$ cat src/rtl/bus_xbar_ctrl_if.sv
// Bus bundle for bus_xbar_ctrl: master request/response side plus shared slave side.
// Modport slave is the controller's view; modport master is the surrounding system.
interface bus_xbar_ctrl_if #(
    parameter int NSLV   = 4,
    parameter int ADDR_W = 32,
    parameter int DATA_W = 32
);
    localparam int MW = DATA_W / 8;

    logic                   m_req;
    logic                   m_ready;
    logic [ADDR_W-1:0]      m_addr;
    logic [MW-1:0]          m_wmask;
    logic [DATA_W-1:0]      m_wdata;
    logic                   m_ack;
    logic                   m_err;
    logic [DATA_W-1:0]      m_rdata;
    logic [NSLV-1:0]        s_sel;
    logic [ADDR_W-1:0]      s_addr;
    logic [MW-1:0]          s_wmask;
    logic [DATA_W-1:0]      s_wdata;
    logic [NSLV-1:0]        s_ack;
    logic [NSLV*DATA_W-1:0] s_rdata;

    modport slave (
        input  m_req, m_addr, m_wmask, m_wdata, s_ack, s_rdata,
        output m_ready, m_ack, m_err, m_rdata,
        output s_sel, s_addr, s_wmask, s_wdata
    );

    modport master (
        output m_req, m_addr, m_wmask, m_wdata, s_ack, s_rdata,
        input  m_ready, m_ack, m_err, m_rdata,
        input  s_sel, s_addr, s_wmask, s_wdata
    );
endinterface

$ cat src/rtl/bus_xbar_ctrl.sv
// Single-master to NSLV-slave bus controller with top-nibble address decode.
// Define BUS_XBAR_TIMEOUT_EN to enable the ACCESS-phase bus-error timeout.
module bus_xbar_ctrl #(
    parameter int NSLV    = 4,
    parameter int ADDR_W  = 32,
    parameter int DATA_W  = 32,
    parameter int TIMEOUT = 16
) (
    input  logic            clk,
    input  logic            rst,
    bus_xbar_ctrl_if.slave  bus
);
    localparam int MW = DATA_W / 8;

    localparam logic [1:0] IDLE   = 2'd0;
    localparam logic [1:0] ACCESS = 2'd1;
    localparam logic [1:0] RESP   = 2'd2;

    if (NSLV < 1 || NSLV > 15 || TIMEOUT < 1 || TIMEOUT > 255 ||
        ADDR_W < 8 || (DATA_W % 8) != 0) begin : g_bad_cfg
        $error("bus_xbar_ctrl: illegal parameter set");
    end

    logic [1:0]        state_q, state_d;
    logic [NSLV-1:0]   sel_q, sel_d;
    logic [ADDR_W-1:0] addr_q, addr_d;
    logic [MW-1:0]     wmask_q, wmask_d;
    logic [DATA_W-1:0] wdata_q, wdata_d;
    logic [DATA_W-1:0] rdata_q, rdata_d;
    logic              err_q, err_d;

    logic [3:0]        idx;
    logic [NSLV-1:0]   dec_sel;
    logic [DATA_W-1:0] slv_rdata;
    logic              sel_ack;
    logic              tmo;

    assign idx = bus.m_addr[ADDR_W-1 -: 4];

    // Index 0 and indices above NSLV are decode misses.
    always_comb begin
        dec_sel = '0;
        for (int i = 0; i < NSLV; i++) begin
            dec_sel[i] = (idx == 4'(i + 1));
        end
    end

    always_comb begin
        slv_rdata = '0;
        for (int i = 0; i < NSLV; i++) begin
            if (sel_q[i]) begin
                slv_rdata = slv_rdata | bus.s_rdata[i*DATA_W +: DATA_W];
            end
        end
    end

    assign sel_ack = |(bus.s_ack & sel_q);

`ifdef BUS_XBAR_TIMEOUT_EN
    logic [7:0] cnt_q, cnt_d;

    assign tmo = (cnt_q == 8'(TIMEOUT - 1));

    always_comb begin
        cnt_d = '0;
        if (state_q == ACCESS && !sel_ack && !tmo) begin
            cnt_d = cnt_q + 8'd1;
        end
    end

    always_ff @(posedge clk) begin
        if (rst) begin
            cnt_q <= '0;
        end else begin
            cnt_q <= cnt_d;
        end
    end
`else
    assign tmo = 1'b0;
`endif

    always_comb begin
        state_d = state_q;
        sel_d   = sel_q;
        addr_d  = addr_q;
        wmask_d = wmask_q;
        wdata_d = wdata_q;
        rdata_d = rdata_q;
        err_d   = err_q;
        case (state_q)
            IDLE: begin
                if (bus.m_req) begin
                    addr_d  = bus.m_addr;
                    wmask_d = bus.m_wmask;
                    wdata_d = bus.m_wdata;
                    if (|dec_sel) begin
                        sel_d   = dec_sel;
                        state_d = ACCESS;
                    end else begin
                        err_d   = 1'b1;
                        rdata_d = '0;
                        state_d = RESP;
                    end
                end
            end
            ACCESS: begin
                // A real ack takes priority over an expiring timeout.
                if (sel_ack) begin
                    err_d   = 1'b0;
                    rdata_d = (wmask_q == '0) ? slv_rdata : '0;
                    sel_d   = '0;
                    state_d = RESP;
                end else if (tmo) begin
                    err_d   = 1'b1;
                    rdata_d = '0;
                    sel_d   = '0;
                    state_d = RESP;
                end
            end
            RESP: begin
                state_d = IDLE;
            end
            default: begin
                state_d = IDLE;
                sel_d   = '0;
            end
        endcase
    end

    always_ff @(posedge clk) begin
        if (rst) begin
            state_q <= IDLE;
            sel_q   <= '0;
            addr_q  <= '0;
            wmask_q <= '0;
            wdata_q <= '0;
            rdata_q <= '0;
            err_q   <= 1'b0;
        end else begin
            state_q <= state_d;
            sel_q   <= sel_d;
            addr_q  <= addr_d;
            wmask_q <= wmask_d;
            wdata_q <= wdata_d;
            rdata_q <= rdata_d;
            err_q   <= err_d;
        end
    end

    assign bus.m_ready = (state_q == IDLE);
    assign bus.m_ack   = (state_q == RESP);
    assign bus.m_err   = (state_q == RESP) && err_q;
    assign bus.m_rdata = rdata_q;
    assign bus.s_sel   = sel_q;
    assign bus.s_addr  = addr_q;
    assign bus.s_wmask = wmask_q;
    assign bus.s_wdata = wdata_q;
endmodule

$ cat src/flat_wrapper.sv
// flat-port wrapper written by rule: the top's interface ports become plain ports
module bus_xbar_ctrl_flat 
#(
    parameter int NSLV    = 4,
    parameter int ADDR_W  = 32,
    parameter int DATA_W  = 32,
    parameter int TIMEOUT = 16
)
  (clk, rst, bus_m_req, bus_m_addr, bus_m_wmask, bus_m_wdata, bus_s_ack, bus_s_rdata, bus_m_ready, bus_m_ack, bus_m_err, bus_m_rdata, bus_s_sel, bus_s_addr, bus_s_wmask, bus_s_wdata);
  bus_xbar_ctrl_if #(.NSLV(NSLV), .ADDR_W(ADDR_W), .DATA_W(DATA_W)) bus_i ();
  input  logic clk;
  input  logic rst;
  input wire logic [$bits(bus_i.m_req)-1:0] bus_m_req;
  input wire logic [$bits(bus_i.m_addr)-1:0] bus_m_addr;
  input wire logic [$bits(bus_i.m_wmask)-1:0] bus_m_wmask;
  input wire logic [$bits(bus_i.m_wdata)-1:0] bus_m_wdata;
  input wire logic [$bits(bus_i.s_ack)-1:0] bus_s_ack;
  input wire logic [$bits(bus_i.s_rdata)-1:0] bus_s_rdata;
  output wire logic [$bits(bus_i.m_ready)-1:0] bus_m_ready;
  output wire logic [$bits(bus_i.m_ack)-1:0] bus_m_ack;
  output wire logic [$bits(bus_i.m_err)-1:0] bus_m_err;
  output wire logic [$bits(bus_i.m_rdata)-1:0] bus_m_rdata;
  output wire logic [$bits(bus_i.s_sel)-1:0] bus_s_sel;
  output wire logic [$bits(bus_i.s_addr)-1:0] bus_s_addr;
  output wire logic [$bits(bus_i.s_wmask)-1:0] bus_s_wmask;
  output wire logic [$bits(bus_i.s_wdata)-1:0] bus_s_wdata;
  assign bus_i.m_req = bus_m_req;
  assign bus_i.m_addr = bus_m_addr;
  assign bus_i.m_wmask = bus_m_wmask;
  assign bus_i.m_wdata = bus_m_wdata;
  assign bus_i.s_ack = bus_s_ack;
  assign bus_i.s_rdata = bus_s_rdata;
  assign bus_m_ready = bus_i.m_ready;
  assign bus_m_ack = bus_i.m_ack;
  assign bus_m_err = bus_i.m_err;
  assign bus_m_rdata = bus_i.m_rdata;
  assign bus_s_sel = bus_i.s_sel;
  assign bus_s_addr = bus_i.s_addr;
  assign bus_s_wmask = bus_i.s_wmask;
  assign bus_s_wdata = bus_i.s_wdata;
  bus_xbar_ctrl #(.NSLV(NSLV), .ADDR_W(ADDR_W), .DATA_W(DATA_W), .TIMEOUT(TIMEOUT)) u_core (.clk(clk), .rst(rst), .bus(bus_i));
endmodule
$ cat config.mk
export PLATFORM = sky130hd
export DESIGN_NAME = bus_xbar_ctrl_flat
export DESIGN_NICKNAME = d
export VERILOG_FILES = /design/src/rtl/bus_xbar_ctrl_if.sv /design/src/rtl/bus_xbar_ctrl.sv /design/src/flat_wrapper.sv
export SDC_FILE = /design/constraint.sdc
export NUM_CORES = 1
export LEC_CHECK = 0
export CAP_MARGIN = 10
export CORE_AREA = 2 2 122 124
export DETAILED_ROUTE_END_ITERATION = 7
export DIE_AREA = 0 0 124 126
export GPL_ROUTABILITY_DRIVEN = 0
export MAX_ROUTING_LAYER = met4
export PLACE_DENSITY_LB_ADDON = 0.05
export SLEW_MARGIN = 20
export SYNTH_ARGS = -nofsm -noshare
export SYNTH_HDL_FRONTEND = slang
export SYNTH_SLANG_ARGS = --single-unit
$ cat constraint.sdc
create_clock -name clk -period 5.7 [get_ports clk]
set_input_delay 1.14 -clock clk [delete_from_list [all_inputs] [get_ports clk]]
set_output_delay 1.14 -clock clk [all_outputs]
set_load 0.005 [all_outputs]
After elaboration in Yosys (flattened, before gate mapping)

Index checks and enable logic that the tools add are counted.
Widths: inputs -> output; s select.

Bits in registers: 107
Bits of input ports: 203
Output and inout port bits: 107
Logic and storage cells: 53

Equality and inequality tests: 10
Mux-type cells: 21
Bitwise logic cells: 5
Reduce and logical (&&, ||, !) cells: 10

Operator list:

| cell               | number |
|---|---|
| $mux 32            | 8 |
| $or 32x32->32      | 3 |
| $pmux 32 s2        | 1 |
| $mux 4             | 3 |
| $pmux 4 s3         | 1 |
| $eq 4x2->1 const B | 2 |
| $reduce_and 4->1   | 2 |
| $reduce_or 4->1    | 2 |
| $mux 2             | 3 |
| $and 4x4->4        | 1 |
| $eq 4x1->1 const B | 1 |
| $eq 4x3->1 const B | 1 |
| $logic_not 4->1    | 1 |
| $ne 2x1->1 const B | 2 |
| $ne 2x2->1 const B | 2 |
| $pmux 2 s2         | 1 |
| $reduce_and 2->1   | 2 |
| $mux 1             | 3 |
| $eq 2x1->1 const B | 1 |
| $eq 2x2->1 const B | 1 |
| $logic_not 2->1    | 1 |
| $pmux 1 s2         | 1 |
| $reduce_bool 2->1  | 1 |
| $logic_and 1x1->1  | 1 |
| $not 1->1          | 1 |

Logic depth before layout (Yosys ltp)

Depth after elaboration: 10
Depth in mapped cells: 7
Depth with buffers taken out: 4

Worst setup path before layout

Ideal clock, no wire load.

Kind: input to register
Start: in bus_m_req
End: reg u_core.rdata_q[0] (netlist: u_core.bus.m_rdata[0])
Library setup time: 0.121 ns
Arrival: 2.461 ns
Data required time: 5.579 ns
Setup slack: 3.118 ns
Cell stages on the path: 7
Path buffers: 3
Path through: or3b_1 > buf_2 > a31o_1 > o21a_1 > buf_6 > buf_6 > mux2_4

Word-level cells in the longest chain between the ends: 2

RTL lines:

| item                       | line                 | RTL |
|---|---|---|
| from (decl)                | flat_wrapper.sv:13   | `input wire logic [$bits(bus_i.m_req)-1:0] bus_m_req;` |
| $ne 2x2->1 (no line)       | -                    |  |
| $reduce_and 4->1 (no line) | -                    |  |
| to (signal assigned)       | bus_xbar_ctrl.sv:145 | `rdata_q <= rdata_d;` |
| to (decl)                  | bus_xbar_ctrl.sv:29  | `logic [DATA_W-1:0] rdata_q, rdata_d;` |

No other way between the ends.
A chain may end at the register's enable or synchronous reset.

Worst setup path in the final report

Start: reg u_core.sel_q[0] (netlist: u_core.bus.s_sel[0])
End: out bus_s_sel[0]

RTL lines:

| item                   | line                 | RTL |
|---|---|---|
| from (decl)            | bus_xbar_ctrl.sv:25  | `logic [NSLV-1:0] sel_q, sel_d;` |
| from (signal assigned) | bus_xbar_ctrl.sv:141 | `sel_q <= sel_d;` |
| to (decl)              | flat_wrapper.sv:23   | `output wire logic [$bits(bus_i.s_sel)-1:0] bus_s_sel;` |

No word-level cell between the ends.

==> summary.md <==
| Metric | Value |
|---|---|
| Outcome | completed |
| Worst r2r dst | u_core.bus.m_rdata[26] |
| Crit path launch type | flip-flop |
| Max clock buf depth | 2 |
| Max-slew violations | 0 |
| Largest delay share family, worst path | buffers and inverters |
| FILL cells | 1300 |
| CP Capture Type | output port |
| Grt ovf | 0 |
| Peak Freq | 304.5 MHz |
| Hold WC Path Type | reg -> reg |
| DRC | 0 |
| Port buffer count | approximately 310 |
| H-tree depth | 3 |
| Resized Gates After CTS | 0 |
| Syn_area_per_cell | between 8 and 9 µm² |
| GRT met3 Usage | approximately 5.8% |
| Hold-critical path depth | 2 |
| CP Buf/Inv Count | 2 |
| Final WL | between 15000 and 20000 µm |
| Maximum Capacitance Violations | 0 |
| RR Startpoint | u_core.bus.s_sel[3] |
| Cells after Synth | ~560 |
| Critical path start-end classification | reg -> out |
| GR met2 Demand/Resource | approximately 38% |
| R2R depth | 5 |
| Chip width | around 120 µm |
| Fin util | between 50 and 60% |
| Num ports | 310 |
| Per-cell routed wire length | between 15 and 20 µm |
| Core ar. | 0.01431 mm² |
| Sequential area share after synthesis | between 40 and 50% |
| Setup Fix Bufs, Post-CTS | 0 |
| CTS tree | yes |
| GRT Overall Usage | around 22% |
| Clk_skew | 0.008358 ns |
| Num Clock Sinks | 107 |
| DR vias | ~5000 |
| Maximum vdd drop | 126.9 µV |
| Initial Util | 33.11% |
| Cts bufs inserted | 9 |
| DP Area | ~0.008 mm² |
| 1st-iter DRT viols | between 200 and 250 |
| Drt pass-1 iters | 5 |
| Clk_lat worst skew | between 0.3 and 0.4 ns |
| CTS Root Buffer Type | clkbuf_16 |
| HP Start | u_core.bus.s_wdata[31] |
| CTS Hold Buffers Added | 0 |
| Die footprint | 0.01562 mm² |
| Vias in the first global route | roughly 5000 |
| RSZ-0062 raised after global routing | false |
| DP HPWL | 12800 µm |
| Busiest grt layer | met2 |
| Final Critical Period | around 3.3 ns |
| Slew HR | ~44% |
| Flop-to-flop setup slack | around 3.3 ns |
| Worst Hold Endpoint | u_core.bus.s_wdata[31] |
| Post-DR vias/cell | 4.946 |
| Final instance area | roughly 0.0082 mm² |
| Critical path's slowest cell | dfxtp_1 |
| Pin count of the biggest net entering global routing | between 100 and 150 |
| Worst-margin pin slew | between 0.8 and 0.9 ns |
| Final cycle utilization of the critical path | ~58% |
| Synthesized area | 0.004740 mm² |
| Crit path max fanout | 18 |
| Setup TNS Final | 0 ns |
| Met1 Use GR | 24.97% |
| Max incr delay on CP | ~0.86 ns |
| Endpoints failing hold | 0 |
| Row Count | 44 |
| Power per cell area | about 210 mW/mm² |
| P_leak | slightly below 3 nW |
| Global-route wire length before repair | approximately 26000 µm |
| Unique masters post-synth | 29 |
| Layout area overhead | 73.10% |
| Synth Warn # | 0 |
| Fin nets | about 1000 |
| Flops & latches, synth | between 100 and 150 |
| Final Power | about 0.0018 W |
| CP arrival | about 2.1 ns |
| Share of layout cells above drive strength 1 | approximately 6.7% |
| Syn Nets | between 700 and 800 |
| Post-route ant nets | 0 |
| Die H | 126 µm |
| Setup-failing EPs final | 0 |
| Reg clk slew, reported paths | ~0.070 ns |
| CP Cell Sequence | buf_4 -> clkdlybuf4s50_1 |
| Crit path required time | about 4.6 ns |
| Initial antenna violation count | 1 |
## flip-flops by register name, indices dropped and copies added (netlist names)
register and count:
u_core.bus.m_rdata 32, u_core.bus.s_addr 32, u_core.bus.s_wdata 32, u_core.bus.s_sel 4, u_core.bus.s_wmask 4, u_core.state_q 2
u_core.err_q 1
## cells by family (layout without fill, tap and decap cells)
family          after synthesis  count (layout)  synth area share, %
other cells                   0               1                    0
flops                       107             107                45.20
simple gates                186             186                17.24
mux                          32              32                9.900
compound gates              177             177                22.73
buf+inv                      54             336                4.936
## Yosys cell counts (all sizes together)
master	number	area (µm²)
a211oi	1	7.510
a21oi	102	510.5
a22o	2	17.52
a22oi	66	495.5
a31o	1	8.760
a32o	2	20.02
and2	2	12.51
and3	1	6.260
and4	1	8.760
buf	6	53.79
clkbuf	44	165.2
dfxtp	107	2142
inv	4	15.01
mux2	32	469.2
nand2	136	510.5
nand3	1	5.000
nand3b	1	7.510
nor2	4	15.01
nor2b	34	212.7
nor3	2	10.01
nor3b	1	7.510
nor4	1	6.260
o21a	1	7.510
o21ai	2	10.01
or3	1	6.260
or3b	1	8.760
## stage by stage
stage / setup WS, ns / cells / hold slack [ns]
2_1_floorplan: 3.118 / 556 / 0.4491
3_3_place_gp: 2.200 / 1007 / 0.4411
3_5_place_dp: 2.098 / 1007 / 0.4463
4_1_cts: 2.382 / 1022 / 0.4560
5_1_grt: 2.327 / 1023 / 0.4713
6_report: 2.416 / 1023 / 0.4543
## metal layers
metal	part of all wire, %	vias up
li1	-	2483
met1	40	2353
met2	49	205
met3	9.3	19
met4	1.6	0
met5	0	-
## how the worst max path moves through the flow
stage | slack, ns | depth (start not counted) | from | endpoint
floorplan | 3.12 | 7 | bus_m_req | u_core.bus.m_rdata[0]
global placement | 2.20 | 5 | bus_m_addr[28] | u_core.bus.m_rdata[26]
detailed placement | 2.10 | 5 | bus_m_addr[28] | u_core.bus.m_rdata[31]
CTS | 2.38 | 2 | u_core.bus.s_sel[0] | bus_s_sel[0]
global route | 2.33 | 2 | u_core.bus.s_sel[0] | bus_s_sel[0]
finish | 2.42 | 2 | u_core.bus.s_sel[0] | bus_s_sel[0]
## worst register-to-register path, delay by kind of cell, from the launching register on
kind / cells / cell delay (ns)
compound gates: 2 / 0.83
mux: 1 / 0.44
flops: 1 / 0.44
simple gates: 1 / 0.26
buf+inv: 1 / 0.31
## layout make-up
cell class              instances  area (µm²)  area share (%)
inverters                       4       15.01          0.1830
well taps                     184       230.2           2.806
clock buffers                  12       236.5           2.882
clock inverters                 3       47.55          0.5795
flip-flops and latches        107        2142           26.11
diodes                          1       2.502         0.03050
repair buffers                317        3154           38.45
multi-input cells             395        2376           28.96
## report_power, final
| group | total, W | internal [W] | switching, W |
|---|---|---|---|
| Clock | 0.000610 | 0.000341 | 0.000269 |
| Combinational | 0.000346 | 0.000217 | 0.000129 |
| Sequential | 0.000803 | 0.000782 | 0.0000215 |
| Total | 0.00176 | 0.00134 | 0.000420 |
## placed cells by master (no fill, tap or decap)
| cell type | count |
|---|---|
| a32o_1 | 2 |
| nor2_1 | 4 |
| nand2_1 | 136 |
| buf_4 | 8 |
| a21oi_1 | 102 |
| and3_1 | 1 |
| o21a_4 | 1 |
| diode_2 | 1 |
| inv_1 | 4 |
| and4_1 | 1 |
| nor2b_1 | 34 |
| or3b_2 | 1 |
| nor3_1 | 2 |
| nand3_1 | 1 |
| a22oi_1 | 66 |
| a22o_1 | 2 |
| a31o_1 | 1 |
| a211oi_1 | 1 |
| inv_6 | 1 |
| bufinv_16 | 1 |
| clkdlybuf4s50_1 | 308 |
| mux2_2 | 3 |
| nor3b_2 | 1 |
| nor4_1 | 1 |
| o21ai_0 | 2 |
| dfxtp_1 | 107 |
| and2_1 | 2 |
| buf_6 | 1 |
| clkinv_4 | 1 |
| clkbuf_1 | 3 |
| or3_1 | 1 |
| clkbuf_16 | 9 |
| nand3b_1 | 1 |
| mux2_4 | 29 |
(Power assumes the default switching activity.)
==> patch: new RTL, config.mk and constraints unchanged <==
`NSLV` is set to 4 in 3 places; all go to 5.
--- a/src/rtl/bus_xbar_ctrl_if.sv
+++ b/src/rtl/bus_xbar_ctrl_if.sv
@@ -2,5 +2,5 @@
 // Modport slave is the controller's view; modport master is the surrounding system.
 interface bus_xbar_ctrl_if #(
-    parameter int NSLV   = 4,
+    parameter int NSLV   = 5,
     parameter int ADDR_W = 32,
     parameter int DATA_W = 32
--- a/src/rtl/bus_xbar_ctrl.sv
+++ b/src/rtl/bus_xbar_ctrl.sv
@@ -2,5 +2,5 @@
 // Define BUS_XBAR_TIMEOUT_EN to enable the ACCESS-phase bus-error timeout.
 module bus_xbar_ctrl #(
-    parameter int NSLV    = 4,
+    parameter int NSLV    = 5,
     parameter int ADDR_W  = 32,
     parameter int DATA_W  = 32,
--- a/src/flat_wrapper.sv
+++ b/src/flat_wrapper.sv
@@ -2,5 +2,5 @@
 module bus_xbar_ctrl_flat 
 #(
-    parameter int NSLV    = 4,
+    parameter int NSLV    = 5,
     parameter int ADDR_W  = 32,
     parameter int DATA_W  = 32,
Interface: changed (resized bus_s_ack, bus_s_rdata and bus_s_sel); port bits go from 310 to 344. No check against the original RTL was run, so the function may have changed too.
==> patch against the unedited design <==
Worst hold slack improved by 0.0011 ns; routed wire length rose by 8.6%; non-clock buffer count rose by 34; first-iteration DRC count rose by 74%; die area did not move; setup slack improved by 0.22 ns; total power rose by 4.2%; sequential cell count rose by 1; synthesized area fell by 4.5%; design area rose by 1.8%; largest power group unchanged.
==> patch: results (changes against the unedited design) <==
- FILL cells: 1260 (-3.1%)
- Ranking of synthesized cells by area: dfxtp_1 48%, nand2_1 14%, a21oi_1 8.3%
- Arrival time worst endpoint: 1.93 ns (-0.21 ns)
- Inst Count DP: 1024 (+1.7%)
- Clock slew at reported path FFs: 0.08 ns
- Most common library cells after synthesis: 173 x nand2_1, 108 x dfxtp_1, 75 x a21oi_1
- Clock Path Buffers: 2 (unchanged)
- Largest net degree at the start of global routing: 71 (-34%)
- Prevailing post-synth register cell: dfxtp_1
- Post-synthesis net count: 776 (+2.2%)
- Post-CTS setup repair buffer count: 0 (unchanged)
- Overall routing resource usage: 24.0% (+1.9 points)
- Status: finished clean
- # resized after CTS: 0 (unchanged)
- Initial antenna violation count: 2 (+1)
- Area after DPL: 8040 sq um (+1.6%)
- Layout cells sized above 1: 4.09% (-2.6 points)
- CP Max Fanout: 26 (+8)
- Clock skew: 0.0122 ns (+0.00384 ns)
- Worst slack, placed: 2.43 ns (+0.331 ns)
- Worst Hold Class: flip-flop to flip-flop
- Asr flop ratio synth: 0% (unchanged)
- Number of global-route vias before repair: 5149 (+2.8%)
- Leak pwr: 0.00312 uW (+5.7%)
- Detailed Route WL: 19000 um (+8.6%)
- R2R Setup Slk: 3.17 ns (-0.14 ns)
- PortBufs: 343 (+11%)
- DP Wirelength: 14000 um (+9.0%)
- Synth-to-Final Area Change: 84.4%
- H-Tree Level Count: 3 (unchanged)
- Drt wl/cell: 18.3 um (+6.6%)
- Total CTS buffers: 9 (unchanged)
- Mapped Cells: 540 (-2.9%)
- Clk_lat worst skew: 0.36 ns
- Worst-Margin Slew: 0.901 ns (+0.0685 ns)
- First-pass GRT wire length: 27700 um (+6.7%)
- Starting DRT DRC Count: 419 (+74%)
- Nets: 1087 (+4.8%)
- Clock root buffer: clkbuf_16
- Peak supply drop: 0.134 mV (+5.6%)
- Vias/cell: 5.03 (+1.6%)
- Yosys Warn Count: 0 (unchanged)
- Sequential share of the synthesized area: 47.7% (+2.6 points)
- WHS: 0.455 ns (+0.00108 ns)
- Min cycle time layout: 3.07 ns (-0.215 ns)
- DR pass1 iterations: 5 (unchanged)
- Netlist cell types: 28 (-3.4%)
[patch: path summary, 6_finish.rpt]
path	start	endpoint	cells after the start
min	u_core.bus.s_addr[31]	u_core.bus.s_addr[31]	2
max	u_core.bus.s_sel[4]	bus_s_sel[4]	2
max reg2reg	u_core.bus.s_sel[4]	u_core.bus.m_rdata[9]	5
min reg2reg	u_core.bus.s_addr[31]	u_core.bus.s_addr[31]	2
[patch: layout make-up]
| cell class | instances | share of cell area (%) |
|---|---|---|
| timing repair buffer | 351 | 41.8 |
| sequential | 108 | 25.9 |
| multi-input combinational | 379 | 25.7 |
| tap | 184 | 2.76 |
| clock buffer | 9 | 2.70 |
| clock inverter | 7 | 1.02 |
| inverter | 2 | 0.0899 |
| antenna | 2 | 0.0599 |
[patch: report_power, final]
| group | internal, uW | switching [uW] |
|---|---|---|
| clock | 348 | 299 |
| sequential | 791 | 20.3 |
| combinational | 236 | 140 |
| total | 1380 | 459 |
[patch: per-layer routing]
metal | GRT usage, % | wire length [um] | share of wire, % | up-vias
met1 | 28.2 | 7700 | 40 | 2409
met4 | 8.99 | 387 | 2.0 | 0
met5 | - | 0 | 0 | -
met2 | 39.3 | 9290 | 49 | 222
met3 | 6.25 | 1670 | 8.8 | 24
li1 | - | - | - | 2583
[patch: critical path: stages, from the launching register on]
cell	delay [ns]
dfxtp_1	0.59
buf_4	0.40
clkdlybuf4s50_1	0.57
[patch: cells by family (layout without fill, tap and decap cells)]
group	after synthesis	count (layout)	synth area share, %
other	0	2	0
and+or+nand+nor	196	196	18.0
DFF	108	108	47.7
buffers and inverters	53	369	5.31
AOI/OAI and AO/OA	183	183	28.9
